File: src/rtl/ffa_pkg.sv
// rtl/ffa_pkg.sv - shared FFA parameter derivations and tap-to-bank mapping
package ffa_pkg;

  localparam int TAP_IDX_W = 16;

  typedef enum logic {
    BANK_H0 = 1'b0,
    BANK_H1 = 1'b1
  } bank_e;

  typedef struct packed {
    bank_e                bank;
    logic [TAP_IDX_W-1:0] slot;
  } tap_loc_t;

  function automatic int half_of(input int nr_stages);
    return nr_stages / 2;
  endfunction

  function automatic int swidth_of(input int dwidth);
    return dwidth + 1;
  endfunction

  // Even taps go to h0[i/2], odd taps to h1[(i-1)/2]; both are i>>1.
  function automatic tap_loc_t tap_to_bank(input logic [TAP_IDX_W-1:0] tap);
    tap_loc_t loc;
    loc.bank = tap[0] ? BANK_H1 : BANK_H0;
    loc.slot = tap >> 1;
    return loc;
  endfunction

endpackage

File: src/rtl/ffa_coef_bank.sv
// rtl/ffa_coef_bank.sv - serial coefficient loader with shadow/active banks and h0+h1 sums
module ffa_coef_bank
  import ffa_pkg::*;
#(
  parameter int NR_STAGES = 32,
  parameter int DWIDTH    = 16,
  parameter int SWIDTH    = DWIDTH + 1,
  localparam int HALF     = NR_STAGES / 2
) (
  input  logic                     clk,
  input  logic                     rst,
  input  logic                     in_xfer,
  input  logic                     coef_start,
  input  logic                     coef_valid,
  output logic                     coef_ready,
  input  logic [DWIDTH-1:0]        coef_in,
  output logic                     coef_done,
  output logic [HALF*DWIDTH-1:0]   h0_out,
  output logic [HALF*DWIDTH-1:0]   h1_out,
  output logic [HALF*SWIDTH-1:0]   h01_out
);

  localparam int IW = $clog2(NR_STAGES);

  logic [IW-1:0]     idx_q, idx_d;
  logic              pending_q, pending_d;
  logic              done_q;
  logic [DWIDTH-1:0] sh0_q  [HALF];
  logic [DWIDTH-1:0] sh1_q  [HALF];
  logic [DWIDTH-1:0] act0_q [HALF];
  logic [DWIDTH-1:0] act1_q [HALF];
  logic [SWIDTH-1:0] act01_q[HALF];

  logic     restart, tap_accept, last_tap, commit_now;
  tap_loc_t loc;

  assign coef_ready = !pending_q;
  assign restart    = coef_start && !pending_q;
  assign tap_accept = coef_valid && !pending_q && !coef_start;
  assign last_tap   = (idx_q == IW'(NR_STAGES - 1));
  // A sample taking the old bank this cycle defers the swap to the next idle cycle.
  assign commit_now = pending_q && !in_xfer;
  assign loc        = tap_to_bank(TAP_IDX_W'(idx_q));
  assign coef_done  = done_q;

  always_comb begin
    idx_d     = idx_q;
    pending_d = pending_q;
    if (commit_now) pending_d = 1'b0;
    if (restart) begin
      idx_d = '0;
    end else if (tap_accept) begin
      if (last_tap) begin
        idx_d     = '0;
        pending_d = 1'b1;
      end else begin
        idx_d = idx_q + IW'(1);
      end
    end
  end

  always_ff @(posedge clk or negedge rst) begin
    if (!rst) begin
      idx_q     <= '0;
      pending_q <= 1'b0;
      done_q    <= 1'b0;
      for (int k = 0; k < HALF; k++) begin
        sh0_q[k]   <= '0;
        sh1_q[k]   <= '0;
        act0_q[k]  <= '0;
        act1_q[k]  <= '0;
        act01_q[k] <= '0;
      end
    end else begin
      idx_q     <= idx_d;
      pending_q <= pending_d;
      done_q    <= commit_now;
      for (int k = 0; k < HALF; k++) begin
        if (tap_accept && loc.slot == TAP_IDX_W'(k)) begin
          if (loc.bank == BANK_H0) sh0_q[k] <= coef_in;
          else                     sh1_q[k] <= coef_in;
        end
        if (commit_now) begin
          act0_q[k]  <= sh0_q[k];
          act1_q[k]  <= sh1_q[k];
          act01_q[k] <= SWIDTH'($signed(sh0_q[k])) + SWIDTH'($signed(sh1_q[k]));
        end
      end
    end
  end

  for (genvar k = 0; k < HALF; k++) begin : g_out
    assign h0_out[k*DWIDTH +: DWIDTH]  = act0_q[k];
    assign h1_out[k*DWIDTH +: DWIDTH]  = act1_q[k];
    assign h01_out[k*SWIDTH +: SWIDTH] = act01_q[k];
  end

endmodule

File: src/rtl/ffa_preproc.sv
// rtl/ffa_preproc.sv - 2-parallel FFA pre-processing: even/odd split, a+b, coefficient bank
module ffa_preproc
  import ffa_pkg::*;
#(
  parameter int NR_STAGES = 32,
  parameter int DWIDTH    = 16,
  parameter int SWIDTH    = swidth_of(DWIDTH),
  localparam int HALF     = half_of(NR_STAGES)
) (
  input  logic                     clk,
  input  logic                     rst,
  input  logic                     in_valid,
  output logic                     in_ready,
  input  logic [2*DWIDTH-1:0]      data_in,
  output logic                     out_valid,
  input  logic                     out_ready,
  output logic [DWIDTH-1:0]        data_a_out,
  output logic [DWIDTH-1:0]        data_b_out,
  output logic [SWIDTH-1:0]        data_ab_out,
  input  logic                     coef_start,
  input  logic                     coef_valid,
  output logic                     coef_ready,
  input  logic [DWIDTH-1:0]        coef_in,
  output logic                     coef_done,
  output logic [HALF*DWIDTH-1:0]   h0_out,
  output logic [HALF*DWIDTH-1:0]   h1_out,
  output logic [HALF*SWIDTH-1:0]   h01_out
);

  logic              out_valid_q, out_valid_d;
  logic [DWIDTH-1:0] a_q, a_d, b_q, b_d;
  logic [SWIDTH-1:0] ab_q, ab_d;
  logic [DWIDTH-1:0] a_in, b_in;
  logic              in_xfer;

  assign a_in     = data_in[DWIDTH-1:0];
  assign b_in     = data_in[2*DWIDTH-1:DWIDTH];
  assign in_ready = !out_valid_q || out_ready;
  assign in_xfer  = in_valid && in_ready;

  always_comb begin
    out_valid_d = out_valid_q;
    a_d         = a_q;
    b_d         = b_q;
    ab_d        = ab_q;
    if (in_xfer) begin
      out_valid_d = 1'b1;
      a_d         = a_in;
      b_d         = b_in;
      ab_d        = SWIDTH'($signed(a_in)) + SWIDTH'($signed(b_in));
    end else if (out_ready) begin
      out_valid_d = 1'b0;
    end
  end

  always_ff @(posedge clk or negedge rst) begin
    if (!rst) begin
      out_valid_q <= 1'b0;
      a_q         <= '0;
      b_q         <= '0;
      ab_q        <= '0;
    end else begin
      out_valid_q <= out_valid_d;
      a_q         <= a_d;
      b_q         <= b_d;
      ab_q        <= ab_d;
    end
  end

  assign out_valid   = out_valid_q;
  assign data_a_out  = a_q;
  assign data_b_out  = b_q;
  assign data_ab_out = ab_q;

  ffa_coef_bank #(
    .NR_STAGES(NR_STAGES),
    .DWIDTH   (DWIDTH),
    .SWIDTH   (SWIDTH)
  ) u_coef_bank (
    .clk       (clk),
    .rst       (rst),
    .in_xfer   (in_xfer),
    .coef_start(coef_start),
    .coef_valid(coef_valid),
    .coef_ready(coef_ready),
    .coef_in   (coef_in),
    .coef_done (coef_done),
    .h0_out    (h0_out),
    .h1_out    (h1_out),
    .h01_out   (h01_out)
  );

endmodule

File: config.mk
export PLATFORM = sky130hd
export DESIGN_NAME = ffa_preproc
export DESIGN_NICKNAME = d
export VERILOG_FILES = /design/src/rtl/ffa_pkg.sv /design/src/rtl/ffa_coef_bank.sv /design/src/rtl/ffa_preproc.sv
export SDC_FILE = /design/constraint.sdc
export NUM_CORES = 2
export LEC_CHECK = 0
export CAP_MARGIN = 20
export CORE_MARGIN = 4
export CORE_UTILIZATION = 50
export CTS_BUF_LIST = sky130_fd_sc_hd__clkbuf_16
export CTS_CLUSTER_SIZE = 16
export DETAILED_ROUTE_END_ITERATION = 16
export PLACE_DENSITY = 0.74
export SYNTH_ARGS = -nofsm -noshare
export SYNTH_HDL_FRONTEND = slang
export SYNTH_SLANG_ARGS = --single-unit
File: constraint.sdc
create_clock -name clk -period 3.3 [get_ports clk]
set_input_delay 0.66 -clock clk [delete_from_list [all_inputs] [get_ports clk]]
set_output_delay 0.66 -clock clk [all_outputs]
set_load 0.05 [all_outputs]
==> results.toml <==
[floorplanning]
rows = 129
coreArea_mm2 = 0.123
start_util_pct = 50.3
die_area_mm2 = 0.130
die_w_um = 360
fp.dieH_um = 360
io_pins = 891

[critical_path]
critPathTopFamily = "buffers and inverters"
rr_worst_depth = 9
timing.rr.end = "u_coef_bank.h01_out[116]"
required_ns = 2.64
worst_path_max_delay_cell = "clkdlybuf4s50_1"
critPathBufInv = 2
crit_path_end_kind = "output pin"
worstReg2RegStart = "u_coef_bank.sh1_q[144]"
rrSetupSlack_ns = 0.48
startpoint_type = "flip-flop"
path_cells = "inv_2 -> clkdlybuf4s50_1"
criticalPathCategory = "flip-flop to output pin"
worstPathArrival_ns = 2.31
critical_path.max_stage_delay_ns = 0.95
path_max_fanout = 5

[routing]
route.detailed.drc = 0
post_drt_via_cell_ratio = 5.58
via_count = 48200
detail-route-antenna-nets = 0
drt_iter0_drc = 4122
drt-wirelength-per-cell_um = 22.9
firstDrtPassIters = 7
drt_wl_total_um = 198000

[layout]
postLayoutCellArea_mm2 = 0.0780
drive_gt1_share_pct = 13.2
final_cells = 8638
areaGrowthSynthToFinish_pct = 25.7
nets = 7230

[yosys]
yosys_warnings = 0
synth_area_per_cell_um2 = 10.4
yosys.area.top_type_share_pct = 54.5
syn-instance-count = 5988
synth_area_leaders = "dfrtp_1 (55%), nand2_1 (12%), mux2_2 (9.4%)"
synth-edff-count = 0
synth_commonest_cells = "nand2_1 (1,961), dfrtp_1 (1,353), mux2_2 (520)"
post_synth_num_cell_types = 86
synthesis.nets = 6333
synth-main-ff-cell = "dfrtp_1"
synth_seq_area_share_pct = 54.5
synth_top_area_cell = "dfrtp_1"
ys_ff_latch = 1353
mappedNetlistArea_mm2 = 0.0621
synth_most_common_cell = "nand2_1"
async_reset_ff_share_pct = 100

[timing]
finalSetupViolations = 0
report.final.slew_viol_count = 0
period_needed_ns = 2.97
hold_viol = 0
fin_crit_sh_pct = 89.9
worst_pin_slew_ns = 1.11
rsz0062_at_grt = "false"
relSlewSlack_pct = 26.1
finalSetupTns_ns = 0
fmax_mhz = 337
whs_ns = 0.471
skew_ns = 0.0338

[pwr]
ir_worst_vdd_mv = 0.511
leakage_nw = 39.6
cellPowerDensity_mw_per_mm2 = 478

[clock_tree]
max-clock-path-buffers = 3
post-cts-setup-buffers = 0
tritoncts = "yes"
cts_num_sinks = 1353
clockRootBuffer = "clkbuf_16"
clkTransAtPathRegs_ns = 0.06
insertion_delay_ns = 0.76
cts_buffers = 144
htree_levels = 4

[placement]
post-dp-hpwl_um = 143000
io_buffers = 890
place_congestion = 0.920
placed_cells = 8375
place_area_mm2 = 0.0734

[min_path]
hold_end = "u_coef_bank.h01_out[231]"
hold_class = "flip-flop to flip-flop"
min_path_cells = 2
hp-start = "u_coef_bank.h01_out[231]"

[global_routing]
grt_pass1_vias = 48600
grt_pass1_wl_um = 300000
grt_usage_pct = 30.0
antenna_found_initial = 10
grt-ovfl-total = 0
grt_max_degree = 119

[flow_run]
drv_cap = 0

[status]
status = "finished, final reports clean"
-- repair_timing --
| action | CTS | global route |
|---|---|---|
| hold buffers | 1 | 0 |
| gates resized for setup | 0 | 0 |
| endpoints found under the hold margin | 80 | 0 |
-- where the power goes --
group          switching [mW]  internal [mW]  total (mW)
sequential              0.440           17.1        17.5
combinational            2.40           1.40        3.81
clock                    6.82           9.13        16.0
-- layout make-up --
class                      instances  area (um2)
fill                            9919       45400
sequential                      1353       33900
multi-input combinational       4281       26700
timing repair buffer            1036       10500
clock buffer                     149        3730
tap                             1637        2050
clock inverter                   108         890
inverter                          69         267
antenna                            5        12.5
-- worst register-to-register path, cell delays in order, from the launching register on --
cell and delay (ns):
dfrtp_1 0.40, ha_1 0.24, fa_1 0.41, a21o_1 0.22
a21boi_0 0.35, o21ai_0 0.26, a21oi_1 0.25, o21ai_0 0.23
xnor2_1 0.24, o21ai_0 0.10
-- flip-flops by register name (all words and copies together) (netlist names) --
signal	cells
data_b_out	16
u_coef_bank.h01_out	272
u_coef_bank.h0_out	256
u_coef_bank.h1_out	256
u_coef_bank.idx_q	5
u_coef_bank.sh1_q	256
data_a_out	16
data_ab_out	17
out_valid	1
u_coef_bank.coef_done	1
u_coef_bank.pending_q	1
u_coef_bank.sh0_q	256
-- cells in the final DEF, fill, tap and decap left out, types with 34 or more instances in the layout --
cell and instances:
o21ai_0 269, a21o_1 104, nand3_1 56, clkbuf_16 149, buf_4 101, clkdlybuf4s50_1 872, nand2_1 1959, a21oi_1 220
o21bai_1 42, nor3_1 49, mux2_2 520, ha_1 274, clkinv_1 35, xor2_1 89, dfrtp_1 1353, inv_1 91
buf_12 45, nor2_1 126, nor2b_1 34, xnor2_1 111
-- stage by stage --
stage	setup slack (ns)	util [%]	total power [mW]
2_1_floorplan	0.739	-	19.9
3_3_place_gp	0.0632	59.4	21.5
3_5_place_dp	0.104	59.4	21.6
4_1_cts	0.267	63.2	37.5
5_1_grt	0.233	63.2	38.6
6_report	0.335	63.2	37.3
-- how the worst max path moves through the flow --
| stage | startpoint | to | slack [ns] | cells after the start |
|---|---|---|---|---|
| after floorplan | out_ready | u_coef_bank.h01_out[109] | 0.74 | 9 |
| after global placement | data_in[6] | data_ab_out[15] | 0.06 | 8 |
| after detailed placement | data_in[22] | data_ab_out[15] | 0.10 | 8 |
| after CTS | u_coef_bank.pending_q | coef_ready | 0.27 | 2 |
| after global routing | u_coef_bank.pending_q | coef_ready | 0.23 | 2 |
| final | u_coef_bank.pending_q | coef_ready | 0.33 | 2 |
-- cells by family after synthesis --
logic type | synth area share [%]
simple gates | 15.8
flops | 54.5
compound gates | 8.31
mux | 10.1
buf+inv | 2.43
fa+ha+maj | 6.07
xor+xnor | 2.82
-- per-layer routing --
metal / share of wire [%] / track usage (%) / up-vias
met5: 0.0046 / 0 / -
met4: 5.5 / 14.9 / 2
met3: 7.2 / 6.44 / 413
met2: 46 / 47.3 / 1733
met1: 42 / 39.7 / 24100
li1: - / - / 22000
No activity file was read; power rests on OpenSTA's default activity.
